==> config.mk <==
export PLATFORM = sky130hd
export DESIGN_NAME = alu_writeback_stage
export DESIGN_NICKNAME = d
export VERILOG_FILES = /design/src/rtl/alu_writeback_stage.sv
export SDC_FILE = /design/constraint.sdc
export NUM_CORES = 1
export LEC_CHECK = 0
export ABC_CLOCK_PERIOD_IN_PS = 5100
export CORE_ASPECT_RATIO = 0.75
export CORE_MARGIN = 1.5
export CORE_UTILIZATION = 40
export CTS_BUF_LIST = sky130_fd_sc_hd__clkbuf_4 sky130_fd_sc_hd__clkbuf_8 sky130_fd_sc_hd__clkbuf_16
export DETAILED_ROUTE_END_ITERATION = 6
export GPL_TIMING_DRIVEN = 1
export PLACE_DENSITY_LB_ADDON = 0.12
export SETUP_SLACK_MARGIN = 0.05
export SLEW_MARGIN = 20
export SYNTH_ARGS = -nofsm -noshare
export SYNTH_HDL_FRONTEND = slang
export SYNTH_SLANG_ARGS = --single-unit
==> constraint.sdc <==
create_clock -name i_clk -period 5.1 [get_ports i_clk]
set_input_delay 0.765 -clock i_clk [delete_from_list [all_inputs] [get_ports i_clk]]
set_output_delay 0.765 -clock i_clk [all_outputs]
set_load 0.005 [all_outputs]
==> src/rtl/alu_writeback_stage.sv <==
// alu_writeback_stage: EX->WB pipeline register with the flag register, the retired-instruction counter and optional forwarding
//
// Optional feature macro: ALU_WB_FWD_EN (define it to build the operand-forwarding compare).
//
// Ports:
//   i_clk, i_reset                      clock, synchronous active-high reset
//   i_ex_valid                          EX-stage output belongs to a live instruction
//   i_alu_result                        ALU result
//   i_zero_flag, i_parity_flag,
//   i_not_equal                         ALU flags
//   i_ex_dest, i_ex_reg_wr, i_ex_flag_wr  destination register and write controls
//   i_stall                             hold all WB-stage state
//   i_flush                             squash the EX instruction
//   i_src_a_addr, i_src_b_addr          ALU operand register addresses (forwarding compare)
//   o_wb_en, o_wb_addr, o_wb_data       register-file write port
//   o_flag_z, o_flag_p, o_flag_ne       architectural flags
//   o_fwd_a_hit, o_fwd_b_hit            select wb data for ALU input_0 / input_1
//   o_retired                           count of captured valid instructions
module alu_writeback_stage #(
   parameter int REG_AW = 3,
   parameter int DATA_W = 8,
   parameter int CNT_W  = 16
) (
   input  logic              i_clk,
   input  logic              i_reset,
   input  logic              i_ex_valid,
   input  logic [DATA_W-1:0] i_alu_result,
   input  logic              i_zero_flag,
   input  logic              i_parity_flag,
   input  logic              i_not_equal,
   input  logic [REG_AW-1:0] i_ex_dest,
   input  logic              i_ex_reg_wr,
   input  logic              i_ex_flag_wr,
   input  logic              i_stall,
   input  logic              i_flush,
   input  logic [REG_AW-1:0] i_src_a_addr,
   input  logic [REG_AW-1:0] i_src_b_addr,
   output logic              o_wb_en,
   output logic [REG_AW-1:0] o_wb_addr,
   output logic [DATA_W-1:0] o_wb_data,
   output logic              o_flag_z,
   output logic              o_flag_p,
   output logic              o_flag_ne,
   output logic              o_fwd_a_hit,
   output logic              o_fwd_b_hit,
   output logic [CNT_W-1:0]  o_retired
);
   logic              r_wb_valid;
   logic              r_wb_reg_wr;
   logic [REG_AW-1:0] r_wb_addr;
   logic [DATA_W-1:0] r_wb_data;
   logic              r_flag_z;
   logic              r_flag_p;
   logic              r_flag_ne;
   logic [CNT_W-1:0]  r_retired;
   logic              w_cap;
   logic              w_wb_en;

   assign w_cap   = i_ex_valid & ~i_stall & ~i_flush;
   assign w_wb_en = r_wb_valid & r_wb_reg_wr;

   // flush outranks stall; a stall holds everything so the pending write is re-presented
   always_ff @(posedge i_clk) begin
      if (i_reset) begin
         r_wb_valid  <= 1'b0;
         r_wb_reg_wr <= 1'b0;
         r_wb_addr   <= '0;
         r_wb_data   <= '0;
         r_flag_z    <= 1'b0;
         r_flag_p    <= 1'b0;
         r_flag_ne   <= 1'b0;
         r_retired   <= '0;
      end else if (i_flush) begin
         r_wb_valid  <= 1'b0;
         r_wb_reg_wr <= 1'b0;
      end else if (!i_stall) begin
         r_wb_valid <= i_ex_valid;
         if (w_cap) begin
            r_wb_reg_wr <= i_ex_reg_wr;
            r_wb_addr   <= i_ex_dest;
            r_wb_data   <= i_alu_result;
            r_retired   <= r_retired + 1'b1;
            if (i_ex_flag_wr) begin
               r_flag_z  <= i_zero_flag;
               r_flag_p  <= i_parity_flag;
               r_flag_ne <= i_not_equal;
            end
         end
      end
   end

   assign o_wb_en   = w_wb_en;
   assign o_wb_addr = r_wb_addr;
   assign o_wb_data = r_wb_data;
   assign o_flag_z  = r_flag_z;
   assign o_flag_p  = r_flag_p;
   assign o_flag_ne = r_flag_ne;
   assign o_retired = r_retired;

`ifdef ALU_WB_FWD_EN
   assign o_fwd_a_hit = w_wb_en & (r_wb_addr == i_src_a_addr);
   assign o_fwd_b_hit = w_wb_en & (r_wb_addr == i_src_b_addr);
`else
   // without forwarding, control bubbles RAW hazards and the operand addresses go unused
   logic w_unused_src;
   assign w_unused_src = ^{i_src_a_addr, i_src_b_addr};
   assign o_fwd_a_hit  = 1'b0;
   assign o_fwd_b_hit  = 1'b0;
`endif
endmodule

# Yosys cells after proc, flatten, opt, wreduce, memory -nomap -nowiden
# Index checks and enable logic that the tools add are counted.
op_classes:
  n_addsub: 1
  n_mul: 0
  n_eq_ne: 0
  n_lt_le_gt_ge: 0
  n_reduce_logical: 4
  bitwise: 5
  muxes: 0
  n_shift: 0
  n_div: 0
op_table:
  columns: ["operator", "n"]
  rows:
  - ["16-bit by 1-bit adder with 16-bit output (second input constant)", 1]
  - ["4-bit AND reduction", 1]
  - ["1-bit AND", 3]
  - ["3-bit AND reduction", 1]
  - ["1-bit inverter", 2]
  - ["2-bit AND reduction", 1]
  - ["2-bit OR reduction", 1]
word_totals:
  latch_bits: 0
  n_memories: 0
  register_bits: 32
  romBits: 0
  ram_bits: 0
  output_inout_bits: 33
  input_bits: 27

# Depth between registers and ports, before layout
depth:
  word_depth: 4
  ltp_mapped: 5
  mapped_depth_nobuf: 5

# Least setup slack after synthesis
# OpenSTA, ideal clock, no wires.
synth_timing:
  path_type: "input port to flip-flop"
  from: "input port i_flush"
  to: "register r_retired[15], in the netlist o_retired[15]"
  slack_ns: 3.052
  stages: 4
  t_required_ns: 5.030
  setup_ns: 0.070
  n_path_buf: 0
  arrival_time_ns: 1.978
  path_cell_list: "nand4bb_1 > or4_4 > or3_1 > a21oi_1"
synth_via:
  elab_chain_len: 3
synth_rtl:
  columns: ["item", "line_no", "rtl"]
  rows:
  - ["from (decl)", "35", "input logic i_flush,"]
  - ["1-bit inverter (no source line) (*)", null, null]
  - ["1-bit AND", "59", "assign w_cap = i_ex_valid & ~i_stall & ~i_flush;"]
  - ["3-bit AND reduction (no source line) (*)", null, null]
  - ["to (signal assigned)", "82", "r_retired <= r_retired + 1'b1;"]
  - ["to (decl)", "55", "logic [CNT_W-1:0] r_retired;"]
# Mark *: on every way between the ends. The rest lies on a longest branch, timed or not.
# A chain may end at the register's enable or synchronous reset.

# Worst setup path in the final report
# Ends and elaborated chain as after synthesis.

==> reports/metrics.cfg <==
[sta]
skew_ps = 3.98
fmax_ghz = 0.357
setup_ws_ps = 2300
tns_ps = 0
hold_viol_final = 0
fin_hold_ws_ps = 454
tightest_slew_ps = 746
slew_headroom_pct = 50.2
grt_setup_unrepaired = false
fin_crit_ps = 2800
post-route-period-util_pct = 55.0
slew_violations = 0
setup_viol = 0

[finish]
syn_to_final_growth_pct = 47.5
layout_common_cells = 50 x clkdlybuf4s50_1, 34 x nand2_1, 32 x dfxtp_1, 21 x a21oi_1, 10 x nor2_1
drive_gt1_share_pct = 5.24
final_util_pct = 63.6
final_common_cell = clkdlybuf4s50_1
num-nets-final = 237
fillers = 261
multi_input_area_um2 = 623
seq_area_um2 = 641
n_antenna_cell = 0

[grt]
grtUsageTotal_pct = 18.2
grt_max_degree = 33
grt-ovfl-total = 0
grt_pass1_vias = 1089
grt_pass1_wl_mm = 4.73
antenna_found_initial = 0

[detailed_routing]
first_pass_iters = 4
wl_mm = 3.01
viasPerCell = 4.95
ant_nets = 0
wl_per_cell_um = 12.1
num_vias = 1227
drt_iter0_drc = 24
drc = 0

[floorplanning]
start_util_pct = 43.1
die_y_um = 52.4
row_count = 17
die-width_um = 68.9
ioPinCount = 60
die_area_um2 = 3610
core_area_um2 = 3020

[worst_hold_path]
min_path_type = flop to flop
whs_path_depth = 2
min_to = o_wb_data[6]$_SDFFE_PP0P_
hold_start = o_wb_data[6]$_SDFFE_PP0P_

[clock_tree]
path_clk_slew_ps = 60
cts-resized-gates = 0
worstSkewPairLatency_ps = 270
cts_buffers = 5
cts_hold_buf = 0
post_cts_buffers = 0
htreeDepth = 2
cts_tree = yes
cts_max_path_buffers = 2
clock-root-buffer = clkbuf_8
clock_sinks = 32

[critical_path]
r2r_slack_ps = 3010
crit_fanout = 12
end_kind = flop
rr_endpoint = o_retired[15]$_SDFFE_PP0P_
critPathArrivalTime_ps = 3010
startpoint_type = primary input
cp.required_ps = 5310
critPathKind = primary input to flop
r2r_cells = 4
reg2reg_from = o_retired[2]$_SDFFE_PP0P_

[power]
ir_drop_mv = 0.210
powerDensity_nw_per_um2 = 255
p_leak_nw = 0.629

[logic_synthesis]
synth_area_per_cell_um2 = 8.24
syn_area_um2 = 1300
yosysSeqAreaShare_pct = 49.2
ys.flop_type = dfxtp_1
yosys.area.top_type_share_pct = 49.2
synth.distinct_cells = 26
synth.ff_latch_count = 32
async_flop_share_pct = 0
synth.largest_area_cell = dfxtp_1
yosysWarningCount = 0
synthCells = 158
synth_edf_count = 0
ys_top_cells_by_area = dfxtp_1 49%, nand2_1 9.8%, a21oi_1 8.1%

[run_status]
outcome = finished clean

[place]
dp_hpwl_mm = 2.17
dp_slack_ps = 2060
portBuffers = 51
routabilityCongestion = 0.798

[job]
maxCapViolCount = 0

-- flip-flops by register name, indices dropped and copies added (netlist names) --
name         flops
o_flag_ne        1
o_wb_addr        3
o_flag_z         1
o_wb_data        8
r_wb_valid       1
o_retired       16
r_wb_reg_wr      1
o_flag_p         1
-- logic make-up (layout without fill, tap and decap cells) --
logic type               Yosys count  after routing  synth area share (%)
AND/OR/NAND/NOR                   76             76                  28.3
flip-flops                        32             32                  49.2
AO/OA/AOI/OAI                     26             26                  9.99
buffers and inverters             11             62                  3.75
XOR/XNOR                          10             10                  6.72
adder cells (fa/ha/maj)            1              1                 0.960
other                              1              2                 0.288
multiplexers                       1              1                 0.769
-- stage by stage --
stage	power, W	instance area [um2]	instances
3_3_place_gp	0.000301	1830	240
2_1_floorplan	0.000276	1310	159
5_1_grt	0.000515	1920	248
6_report	0.000490	1920	248
3_5_place_dp	0.000302	1830	240
4_1_cts	0.000497	1920	248
-- synthesized netlist by cell type, types with 2 or more instances --
cell and n:
nor3_1 4, xnor2_1 7, nor2_1 10, buf_4 2
nand2_1 34, nand4_1 4, nand3_1 7, nor4_1 4
clkbuf_1 6, xor2_1 3, o21ai_0 5, a21oi_1 21
dfxtp_1 32, inv_1 3, or3_1 5
-- metal layers --
| layer | vias to the layer above | global-route usage (%) | part of all wire, % |
|---|---|---|---|
| met5 | - | 0 | 0 |
| met2 | 39 | 27.7 | 43 |
| met1 | 548 | 23.2 | 49 |
| met3 | 4 | 7.10 | 6.0 |
| met4 | 0 | 6.54 | 1.1 |
| li1 | 636 | - | - |
-- critical path, stage by stage --
cell and delay (ps):
clkdlybuf4s50_1 510, nand4bb_1 540, or4_4 700, or3_1 360, a21oi_1 130
-- power breakdown --
group / total [W] / internal (W) / leakage [nW] / switching (W)
logic: 0.0000397 / 0.0000240 / 0.319 / 0.0000157
registers: 0.000257 / 0.000254 / 0.259 / 0.00000251
clock network: 0.000193 / 0.000107 / 0.0510 / 0.0000858
-- how the worst max path moves through the flow --
stage,from,endpoint,slack (ps),cells past startpoint
global route,i_flush,o_retired[13]$_SDFFE_PP0P_,2230,5
CTS,i_flush,o_retired[15]$_SDFFE_PP0P_,2340,5
finish,i_flush,o_retired[15]$_SDFFE_PP0P_,2300,5
detailed placement,i_flush,o_retired[15]$_SDFFE_PP0P_,2060,5
floorplan,i_flush,o_retired[15]$_SDFFE_PP0P_,3050,4
global placement,i_flush,o_retired[15]$_SDFFE_PP0P_,2070,5
-- area by class of cell --
cell class / count / area share, %
multi-input cells: 116 / 32.4
inverters: 3 / 0.586
well taps: 38 / 2.48
repair buffers: 51 / 26.3
clock buffers: 6 / 4.30
flip-flops and latches: 32 / 33.4
clock inverters: 2 / 0.521
Note: power is estimated with default switching activity, not from simulation.
